===== src/rtl/logic_op_issuer.sv =====
// logic_op_issuer
// Accepts one logic operation at a time from an upstream requester, drives it
// to an external registered logic unit, captures the unit's result one cycle
// later and queues it (with zero/negative flags) in a small result FIFO.
//
// Ports:
//   clk        sole clock, rising edge
//   rst        asynchronous active-low reset
//   req_valid  upstream request present
//   req_ready  request accepted this cycle (IDLE and buffer not full)
//   req_op     00 NOT a, 01 AND, 10 OR, 11 XOR
//   req_a      operand A
//   req_b      operand B (registered but unused by NOT)
//   lu_op      opcode held for the logic unit
//   lu_a       operand A held for the logic unit
//   lu_b       operand B held for the logic unit
//   lu_res     logic unit registered result, valid one cycle after issue
//   res_valid  result buffer non-empty
//   res_ready  downstream consumes the head entry
//   res_data   head result
//   res_zero   head result is zero
//   res_neg    head result MSB
module logic_op_issuer #(
    parameter int WIDTH = 16,
    parameter int DEPTH = 2
) (
    input  logic             clk,
    input  logic             rst,
    input  logic             req_valid,
    output logic             req_ready,
    input  logic [1:0]       req_op,
    input  logic [WIDTH-1:0] req_a,
    input  logic [WIDTH-1:0] req_b,
    output logic [1:0]       lu_op,
    output logic [WIDTH-1:0] lu_a,
    output logic [WIDTH-1:0] lu_b,
    input  logic [WIDTH-1:0] lu_res,
    output logic             res_valid,
    input  logic             res_ready,
    output logic [WIDTH-1:0] res_data,
    output logic             res_zero,
    output logic             res_neg
);

    localparam int PW = $clog2(DEPTH);
    localparam int CW = PW + 1;
    localparam logic [CW-1:0] FULL_COUNT = CW'(DEPTH);

    typedef enum logic [1:0] {
        IDLE    = 2'd0,
        ISSUE   = 2'd1,
        CAPTURE = 2'd2
    } state_t;

    state_t state;
    state_t state_next;

    logic [PW-1:0]    wr_ptr;
    logic [PW-1:0]    rd_ptr;
    logic [CW-1:0]    count;

    logic [WIDTH-1:0] buf_data [DEPTH];
    logic             buf_zero [DEPTH];
    logic             buf_neg  [DEPTH];

    logic accept;
    logic push;
    logic pop;

    // Next-state and handshake decode. req_ready is also gated by rst so the
    // upstream never sees a ready while the block is held in reset.
    always_comb begin
        state_next = state;
        req_ready  = 1'b0;
        accept     = 1'b0;
        push       = 1'b0;
        case (state)
            IDLE: begin
                req_ready = rst && (count < FULL_COUNT);
                accept    = req_valid && req_ready;
                if (accept) begin
                    state_next = ISSUE;
                end
            end
            ISSUE: begin
                state_next = CAPTURE;
            end
            CAPTURE: begin
                push       = 1'b1;
                state_next = IDLE;
            end
            default: begin
                state_next = IDLE;
            end
        endcase
    end

    assign res_valid = (count != '0);
    assign pop       = res_valid && res_ready;

    // State register.
    always_ff @(posedge clk or negedge rst) begin
        if (!rst) begin
            state <= IDLE;
        end else begin
            state <= state_next;
        end
    end

    // Operand registers feeding the logic unit; they only change on an
    // accepted request so the unit sees stable inputs through ISSUE.
    always_ff @(posedge clk or negedge rst) begin
        if (!rst) begin
            lu_op <= '0;
            lu_a  <= '0;
            lu_b  <= '0;
        end else if (accept) begin
            lu_op <= req_op;
            lu_a  <= req_a;
            lu_b  <= req_b;
        end
    end

    // FIFO bookkeeping. Pointers wrap naturally because DEPTH is a power of
    // two. A push can never hit a full buffer since requests are only taken
    // while count < DEPTH and only one operation is ever in flight.
    always_ff @(posedge clk or negedge rst) begin
        if (!rst) begin
            wr_ptr <= '0;
            rd_ptr <= '0;
            count  <= '0;
        end else begin
            if (push) begin
                wr_ptr <= wr_ptr + PW'(1);
            end
            if (pop) begin
                rd_ptr <= rd_ptr + PW'(1);
            end
            case ({push, pop})
                2'b10:   count <= count + CW'(1);
                2'b01:   count <= count - CW'(1);
                default: count <= count;
            endcase
        end
    end

    // Result storage. Flags are computed once at write time so the head
    // outputs are pure reads of the stored entry.
    always_ff @(posedge clk) begin
        if (push) begin
            buf_data[wr_ptr] <= lu_res;
            buf_zero[wr_ptr] <= (lu_res == '0);
            buf_neg[wr_ptr]  <= lu_res[WIDTH-1];
        end
    end

    assign res_data = buf_data[rd_ptr];
    assign res_zero = buf_zero[rd_ptr];
    assign res_neg  = buf_neg[rd_ptr];

endmodule


===== config.mk =====
export PLATFORM = sky130hd
export DESIGN_NAME = logic_op_issuer
export DESIGN_NICKNAME = d
export VERILOG_FILES = /design/src/rtl/logic_op_issuer.sv
export SDC_FILE = /design/constraint.sdc
export NUM_CORES = 1
export LEC_CHECK = 0
export CAP_MARGIN = 10
export CELL_PAD_IN_SITES_DETAIL_PLACEMENT = 2
export CELL_PAD_IN_SITES_GLOBAL_PLACEMENT = 2
export CORE_MARGIN = 2
export CORE_UTILIZATION = 30
export CTS_CLUSTER_SIZE = 8
export DETAILED_ROUTE_END_ITERATION = 10
export PLACE_DENSITY_LB_ADDON = 0.1
export SYNTH_ARGS = -nofsm -noshare
export SYNTH_HDL_FRONTEND = slang
export SYNTH_SLANG_ARGS = --single-unit

===== constraint.sdc =====
create_clock -name clk -period 2.55 [get_ports clk]
set_input_delay 0.51 -clock clk [delete_from_list [all_inputs] [get_ports clk]]
set_output_delay 0.51 -clock clk [all_outputs]
set_load 0.01 [all_outputs]

==> reports/results.ini, run 1 <==
[yosys]
synth_seq_area_share_pct = 69.15
yosys-top-cells-area = edfxtp_1 (35%), dfrtp_1 (34%), mux2_4 (15%)
yosysTopAreaCell = edfxtp_1
syn_inst = 153
synthFlopType = dfrtp_1
synth_top_area_share_pct = 34.92
syn_area_um2 = 2924
avgSynthCellArea_um2 = 19.11
ys_async_sr_fraction_pct = 54.05
yosysWarningCount = 0
synth.distinct_cells = 21
synth_edf_count = 34
syn_nets = 208
synth-seq-cells = 74

[final_layout]
drive_gt1_share_pct = 27.64
n_antenna_cell = 0
area_delta_synth_final_pct = 49.81
post-route-util_pct = 45.66
fillers = 932
nNetsFinal = 325

[setup_path]
crit_chain = buf_4, mux2_2, clkdlybuf4s50_1
endpoint_kind = primary output
critPathSlowestCell = clkdlybuf4s50_1
cpPeakStageDelay_ns = 0.48
critPathMaxFanout = 17
cp-start-kind = flop
criticalPathCategory = flop to primary output
path_delay_family = buffers and inverters
required_ns = 2.04
arrival_ns = 1.82
cp_num_buf_inv = 2

[clock_network]
post_cts_buffers = 0
post_cts_resize_count = 0
postCtsHoldBufs = 0
clk_pin_slew_ns = 0.08
cts_tree = done
h-tree-depth = 3
cts_buffer_depth = 2
cts_inserted_buffers = 9
cts_sinks = 74
cts-root-buf = clkbuf_8
clk_latency_ns = 0.34

[route]
drt_wl_total_mm = 6.919
drcViolationCount = 0
drt_iter0_drc = 14
vias_per_cell = 4.377
dr.pass1.iters = 4
wl_per_cell_um = 16.96
route.antenna.remaining_nets = 0
vias = 1786

[pwr]
leakage_nw = 1.782
p_switching_mw = 1.348
power_frac_seq_pct = 38.2
swShare_pct = 28.19
p_per_area_nw_per_um2 = 1092
p_int_mw = 3.434
power_frac_comb_pct = 40.5
power_mw = 4.782
vdd_ir_drop_max_uv = 408.7
clkPwrFrac_pct = 21.3

[placed_design]
place_hpwl_mm = 5.064
place_congestion = 0.6986
place_ws_ns = 0.5510
io_buffers = 107

[floorplan]
die_w_um = 102.7
die_y_um = 102.7
io_pins = 108
start_util_pct = 30.48
rows = 36
die_area_um2 = 10550
coreArea_um2 = 9594

[global_routing]
grt_usage_pct = 13.55
antenna_found_initial = 0
grt_pass1_wl_mm = 10.43
grt_pass1_vias = 1869
grt-ovfl-total = 0
grt_max_degree = 41

[sta]
tightest_slew_ns = 0.5232
setup_viol = 0
rsz0062_at_grt = false
max_freq_mhz = 429.4
layout_setup_ws_ns = 0.2213
slew_viol_final = 0
skew_ns = 0.007153
final-hold-violation-count = 0
fin_crit_ns = 2.329
min_period_over_period_pct = 91.32
maxSlewHeadroom_pct = 65.12
finalSetupTns_ns = 0

[run]
cap_viol_max_count = 0

[hold_path]
hold_class = primary input to asynchronous set/reset pin

[outcome]
outcome = completed

==> stage by stage <==
| step | std cells | hold slack [ns] | area, um2 |
|---|---|---|---|
| detailed placement | 392 | 0.4611 | 4156 |
| floorplan | 153 | 0.2144 | 2924 |
| CTS | 408 | 0.2714 | 4380 |
| global placement | 392 | 0.4603 | 4156 |
| global route | 408 | 0.2881 | 4380 |
| finish | 408 | 0.2652 | 4380 |
==> sequential cells by signal, summed over array words and instances, names as in the netlist <==
signal,flops
buf_data,31
buf_neg,1
buf_zero,2
count,2
lu_a,16
lu_b,16
lu_op,2
rd_ptr,1
state,2
wr_ptr,1
==> layer usage <==
metal	vias to the layer above	GRT usage (%)	wire length, um
met5	-	0	0
met4	0	5.231	97
met3	9	4.271	458
met2	60	22.52	3567
met1	918	16.49	2795
li1	799	-	-
==> cells in the mapped netlist (2+ instances only) <==
cell type,n
buf_6,3
dfrtp_1,40
edfxtp_1,34
inv_1,2
mux2_2,22
mux2_4,29
nor2_1,3
nor4_1,4
xnor2_1,3
xor2_1,2
==> layout by cell type, fill, tap and decap left out, types with 2 or more instances in the layout <==
cell type	count
buf_4	4
bufinv_16	2
clkbuf_8	9
clkdlybuf4s50_1	106
clkinv_4	2
dfrtp_1	40
edfxtp_1	34
inv_1	2
inv_6	2
mux2_2	22
mux2_4	29
nor2_1	3
nor4_1	4
xnor2_1	3
xor2_1	2
==> cells by family after synthesis <==
family	after synthesis	share of synthesized area [%]
buffers and inverters	8	1.968
flip-flops	74	69.15
XOR/XNOR	5	1.498
AND/OR/NAND/NOR	14	3.595
adder cells (fa/ha/maj)	1	0.4278
multiplexers	51	23.36
==> power groups by stage <==
stage               Combinational (mW)  Clock, mW  Sequential, mW
finish                            1.94       1.02            1.83
floorplan                        0.827          0            1.94
detailed placement                1.97          0            1.85
global placement                  1.93          0            1.84
global route                      2.07       1.11            1.87
CTS                               1.98       1.05            1.84
==> layout make-up <==
| class | count | area [um2] | area share [%] |
|---|---|---|---|
| clock buffer | 9 | 123.9 | 2.828 |
| clock inverter | 7 | 100.1 | 2.285 |
| inverter | 2 | 7.507 | 0.1714 |
| multi-input combinational | 71 | 844.6 | 19.28 |
| sequential | 74 | 2022 | 46.16 |
| tap | 133 | 166.4 | 3.799 |
| timing repair buffer | 112 | 1116 | 25.48 |
==> path summary, 6_finish.rpt <==
kind / to / from / slack [ns] / cells after the start
min in group clk: rd_ptr / rd_ptr / 0.47 / 1
worst max register to register: lu_a[5] / state[1] / 0.82 / 4
worst min register to register: rd_ptr / rd_ptr / 0.47 / 1
worst max-delay path: res_data[6] / rd_ptr / 0.22 / 3
max in group asynchronous: lu_a[5] / rst / 1.92 / 2
worst min-delay path: count[1] / rst / 0.27 / 2
Note: power is estimated with default switching activity, not from simulation.
==> run 2: changes to the inputs <==
- GPL_TIMING_DRIVEN: not set -> 0
==> run 2 against run 1 <==
Sequential power is essentially flat. Utilization grew 0.078 points. Clock skew shrank 0.0011 ns. Final cell count grew 0.74%. Global-route usage grew 0.33 points. Largest power group unchanged. Clock-buffer cell count is the same. Register-to-register slack gained 0.09 ns. Die area is the same.
==> reports/results.ini, run 2 (same netlist as run 1, synthesis figures left out) <==
[outcome]
outcome = completed

[route]
wl_per_cell_um = 16.74  ; -1.3%
drt_iter0_drc = 31  ; +17
drcViolationCount = 0  ; unchanged
route.antenna.remaining_nets = 0  ; unchanged
vias_per_cell = 4.275  ; -2.3%
dr.pass1.iters = 4  ; unchanged
drt_wl_total_mm = 6.882  ; -0.53%
vias = 1757  ; -1.6%

[hold_path]
hold_class = primary input to asynchronous set/reset pin

[sta]
skew_ns = 0.006042  ; -0.001110 ns
layout_setup_ws_ns = 0.1199  ; -0.1014 ns
tightest_slew_ns = 0.5178  ; -0.005405 ns
maxSlewHeadroom_pct = 65.45  ; +0.32 points
rsz0062_at_grt = false
slew_viol_final = 0  ; unchanged
setup_viol = 0  ; unchanged
final-hold-violation-count = 0  ; unchanged
max_freq_mhz = 411.5  ; -4.2%
fin_hold_ws_ns = 0.08662  ; -0.1786 ns
fin_crit_ns = 2.430  ; +0.1014 ns
min_period_over_period_pct = 95.30  ; +4.0 points

[final_layout]
area_delta_synth_final_pct = 50.06
largest_reg_flops = 31  ; unchanged
drive_gt1_share_pct = 29.50  ; +1.9 points
fillers = 942  ; +1.1%
final_cell_mix = clkdlybuf4s50_1 (106), dfrtp_1 (39), edfxtp_1 (34)
reg.largest.list = buf_data (31), lu_a (16), lu_b (16)
register_area_um2 = 2023  ; about the same
nNetsFinal = 328  ; +0.92%
post-route-util_pct = 45.74  ; +0.078 points
n_antenna_cell = 0  ; unchanged
max_flop_register = buf_data
final_area_um2 = 4388  ; +0.17%
final_common_cell = clkdlybuf4s50_1
finalNonFillerCells = 411  ; +0.74%
multi_input_area_um2 = 849.6  ; +0.59%

[floorplan]
io_pins = 108  ; unchanged
rows = 36  ; unchanged
die_w_um = 102.7  ; unchanged
die_y_um = 102.7  ; unchanged
coreArea_um2 = 9594  ; unchanged
die_area_um2 = 10550  ; unchanged
start_util_pct = 30.48  ; unchanged

[global_routing]
antenna_found_initial = 0  ; unchanged
grt_pass1_vias = 2006  ; +7.3%
grt_usage_pct = 13.87  ; +0.33 points
grt_max_degree = 22  ; -46%
grt_pass1_wl_mm = 10.67  ; +2.4%
grt-ovfl-total = 0  ; unchanged

[setup_path]
reg2reg_from = count[0]
path_delay_family = buffers and inverters
cp-start-kind = flop
cpPeakStageDelay_ns = 0.49  ; about the same
cp_num_cells = 3  ; unchanged
rrSetupSlack_ns = 0.91  ; +0.09 ns
worstSetupStartpoint = rd_ptr
arrival_ns = 1.92  ; +0.10 ns
critPathSlowestCell = clkdlybuf4s50_1
endpoint_kind = primary output
criticalPathCategory = flop to primary output
crit_chain = buf_4, mux2_2, clkdlybuf4s50_1
reg2reg_depth = 5  ; +1
endpoint = res_data[4]
r2r_end = count[1]
required_ns = 2.04  ; about the same
critPathMaxFanout = 10  ; -7
cp_num_buf_inv = 2  ; unchanged

[clock_network]
postCtsHoldBufs = 0  ; unchanged
cts-root-buf = clkbuf_8
cts_tree = done
cts_inserted_buffers = 9  ; unchanged
clk_pin_slew_ns = 0.08  ; about the same
cts_buffer_depth = 2  ; unchanged
cts_sinks = 74  ; unchanged
post_cts_buffers = 0  ; unchanged
h-tree-depth = 3  ; unchanged
clk_latency_ns = 0.34  ; about the same

[pwr]
p_switching_mw = 1.336  ; -0.88%
p_int_mw = 3.243  ; -5.6%
vdd_ir_drop_max_uv = 468.1  ; +15%
leakage_nw = 1.771  ; -0.64%
p_per_area_nw_per_um2 = 1044  ; -4.4%
power_frac_comb_pct = 42.4  ; +1.9 points
clkPwrFrac_pct = 17.3  ; -4.0 points
swShare_pct = 29.18  ; +0.99 points
power_frac_seq_pct = 40.2  ; +2.0 points

[placed_design]
place_congestion = 0.6755  ; -3.3%
dp_cells = 396  ; +1.0%
place_hpwl_mm = 5.173  ; +2.1%
io_buffers = 107  ; unchanged
dpl_cell_area_um2 = 4215  ; +1.4%
place_ws_ns = 0.02922  ; -0.5218 ns

[run]
cap_viol_max_count = 0  ; unchanged

run 2: how the worst min path moves through the flow:
stage / startpoint / to / slack (ns) / cells after the start
after floorplan: rst / count[0] / 0.21 / 0
after global placement: wr_ptr / wr_ptr / 0.48 / 1
after detailed placement: lu_a[4] / lu_a[4] / 0.49 / 1
after CTS: rst / lu_a[13] / 0.15 / 1
after global routing: rst / rd_ptr / 0.09 / 1
final: rst / lu_b[6] / 0.09 / 1
run 2: per-stage QoR:
| stage | TNS [ns] | power [mW] |
|---|---|---|
| after floorplan | 0 | 2.772 |
| after global placement | -49.58 | 3.783 |
| after detailed placement | 0 | 3.832 |
| after CTS | 0 | 4.661 |
| final | 0 | 4.579 |
| after global routing | 0 | 4.854 |
run 2: final cells by class:
type	count	area share, %
Buffer	5	1.112
Clock buffer	9	2.823
Clock inverter	7	1.055
Inverter	2	0.1711
Multi-Input combinational cell	71	19.36
Sequential cell	74	46.11
Tap cell	133	3.792
Timing Repair Buffer	110	25.58
run 2: timing repair:
action | in CTS | in global routing
hold endpoints to repair | 0 | 0
setup endpoints to repair | 10 | 1
gates resized for setup | 2 | 1
run 2: power by group through the flow:
stage	clock [mW]	combinational, mW	sequential (mW)
after floorplan	0	0.827	1.94
after global placement	0	1.95	1.83
after detailed placement	0	1.99	1.84
after CTS	0.828	1.98	1.85
after global routing	0.882	2.07	1.90
final	0.793	1.94	1.84
run 2: metal layers:
metal	GRT usage (%)	wire length (um)	vias up
met5	0	0	-
met4	7.385	154	0
met3	4.542	479	12
met2	22.27	3472	63
met1	16.60	2775	886
li1	-	-	796
==> run 3: changes to the inputs <==
- RECOVER_POWER: not set -> 25
==> run 3 against run 2 <==
Routed wire length hardly changed. Worst hold slack worse by 0.015 ns. Die area stayed put. Clock-buffer cell count stayed put. Sequential share of layout area is 0.25 points higher. Highest routed layer unchanged. Sequential power hardly changed. Utilization is 0.25 points lower. Final cell count stayed put. Global-route usage stayed put. Largest cell class unchanged. Flip-flop and latch count stayed put.
==> reports/results.ini, run 3 (same netlist as run 1, synthesis figures left out) <==
[floorplan]
start_util_pct = 30.48  ; unchanged
io_pins = 108  ; unchanged
die_w_um = 102.7  ; unchanged
coreArea_um2 = 9594  ; unchanged
die_area_um2 = 10550  ; unchanged
die_y_um = 102.7  ; unchanged
rows = 36  ; unchanged

[route]
vias = 1757  ; unchanged
wl_per_cell_um = 16.73  ; about the same
dr.pass1.iters = 4  ; unchanged
drt_iter0_drc = 31  ; unchanged
drt_wl_total_mm = 6.876  ; about the same
drcViolationCount = 0  ; unchanged
vias_per_cell = 4.275  ; unchanged
route.antenna.remaining_nets = 0  ; unchanged

[global_routing]
grt_pass1_wl_mm = 10.67  ; unchanged
grt_usage_pct = 13.87  ; unchanged
grt_pass1_vias = 2006  ; unchanged
grt-ovfl-total = 0  ; unchanged
grt_max_degree = 22  ; unchanged
antenna_found_initial = 0  ; unchanged

[sta]
min_period_over_period_pct = 95.30  ; about the same
final-hold-violation-count = 0  ; unchanged
setup_viol = 0  ; unchanged
fin_hold_ws_ns = 0.07175  ; -0.01487 ns
tightest_slew_ns = 1.165  ; +0.6468 ns
layout_setup_ws_ns = 0.1199  ; +0.000001000 ns
maxSlewHeadroom_pct = 22.36  ; -43 points
max_freq_mhz = 411.5  ; unchanged
rsz0062_at_grt = false
skew_ns = 0.005565  ; -0.0004778 ns
slew_viol_final = 0  ; unchanged
fin_crit_ns = 2.430  ; -0.000001000 ns

[pwr]
power_mw = 4.572  ; -0.16%
p_per_area_nw_per_um2 = 1048  ; +0.39%
vdd_ir_drop_max_uv = 468.0  ; about the same
leakage_nw = 1.761  ; -0.57%

[final_layout]
final_area_um2 = 4364  ; -0.54%
nNetsFinal = 328  ; unchanged
final_cell_mix = clkdlybuf4s50_1 (101), dfrtp_1 (39), edfxtp_1 (34)
final_common_cell = clkdlybuf4s50_1
max_flop_register = buf_data
area_delta_synth_final_pct = 49.25
largest_reg_flops = 31  ; unchanged
n_antenna_cell = 0  ; unchanged
drive_gt1_share_pct = 29.14  ; -0.36 points
reg.largest.list = buf_data (31), lu_a (16), lu_b (16)

[setup_path]
required_ns = 2.04  ; about the same
critPathSlowestCell = clkdlybuf4s50_1
endpoint_kind = primary output
cpPeakStageDelay_ns = 0.49  ; about the same
rrSetupSlack_ns = 0.91  ; about the same
reg2reg_from = count[0]
crit_chain = buf_4, mux2_2, clkdlybuf4s50_1
critPathMaxFanout = 10  ; unchanged
worstSetupStartpoint = rd_ptr
path_delay_family = buffers and inverters
arrival_ns = 1.92  ; about the same
cp-start-kind = flop
cp_num_buf_inv = 2  ; unchanged
criticalPathCategory = flop to primary output

[hold_path]
hold_class = primary input to asynchronous set/reset pin

[clock_network]
clk_pin_slew_ns = 0.08  ; about the same
cts_buffer_depth = 2  ; unchanged
cts_inserted_buffers = 9  ; unchanged
clk_latency_ns = 0.34  ; about the same
postCtsHoldBufs = 0  ; unchanged
cts_tree = done
post_cts_buffers = 0  ; unchanged
cts-root-buf = clkbuf_8
h-tree-depth = 3  ; unchanged
cts_sinks = 74  ; unchanged

[placed_design]
place_congestion = 0.6755  ; unchanged
place_hpwl_mm = 5.173  ; unchanged
place_ws_ns = 0.02922  ; unchanged
io_buffers = 107  ; unchanged
dpl_cell_area_um2 = 4215  ; unchanged

[outcome]
outcome = completed

[run]
cap_viol_max_count = 0  ; unchanged

-- run 3: final timing paths --
check                         endpoint  depth (start not counted)
setup / recovery           res_data[4]                          3
hold / removal                 lu_b[6]                          1
setup reg to reg              count[1]                          5
hold reg to reg                lu_a[4]                          1
max in group asynchronous      lu_b[0]                          2
min in group clk               lu_a[4]                          1
-- run 3: repair_timing --
item	in CTS	in global routing
cloned	0	0
setup endpoints to repair	10	1
resized for setup	2	1
-- run 3: final cells by class --
class	count	area, um2
Sequential cell	74	2023
Buffer	5	48.80
Fill cell	946	5230
Clock inverter	7	46.29
Clock buffer	9	123.9
Multi-Input combinational cell	71	849.6
Timing Repair Buffer	110	1099
Inverter	2	7.507
Tap cell	133	166.4
-- run 3: worst register-to-register path, cell delays in order (launching register included) --
cell	delay, ns
dfrtp_1	0.42
or2_2	0.32
and2_1	0.20
ha_1	0.34
nor2_1	0.14
xor2_1	0.16
-- run 3: power by group --
group	total [mW]	switching [mW]	internal, mW
combinational	1.94	0.665	1.27
clock	0.793	0.444	0.349
sequential	1.84	0.225	1.62
total	4.57	1.33	3.24
-- run 3: through the flow --
stage	setup TNS, ns	utilization (%)	std cells
global route	0	45.49	411
global placement	-49.58	43.38	393
floorplan	0	-	153
detailed placement	0	43.94	396
CTS	0	45.71	411
finish	0	45.49	411
-- run 3: metal layers --
metal / up-vias / GRT usage [%] / part of all wire (%)
li1: 796 / - / -
met1: 886 / 16.60 / 40
met2: 63 / 22.27 / 51
met3: 12 / 4.542 / 6.9
met4: 0 / 7.385 / 2.2
met5: - / 0 / 0
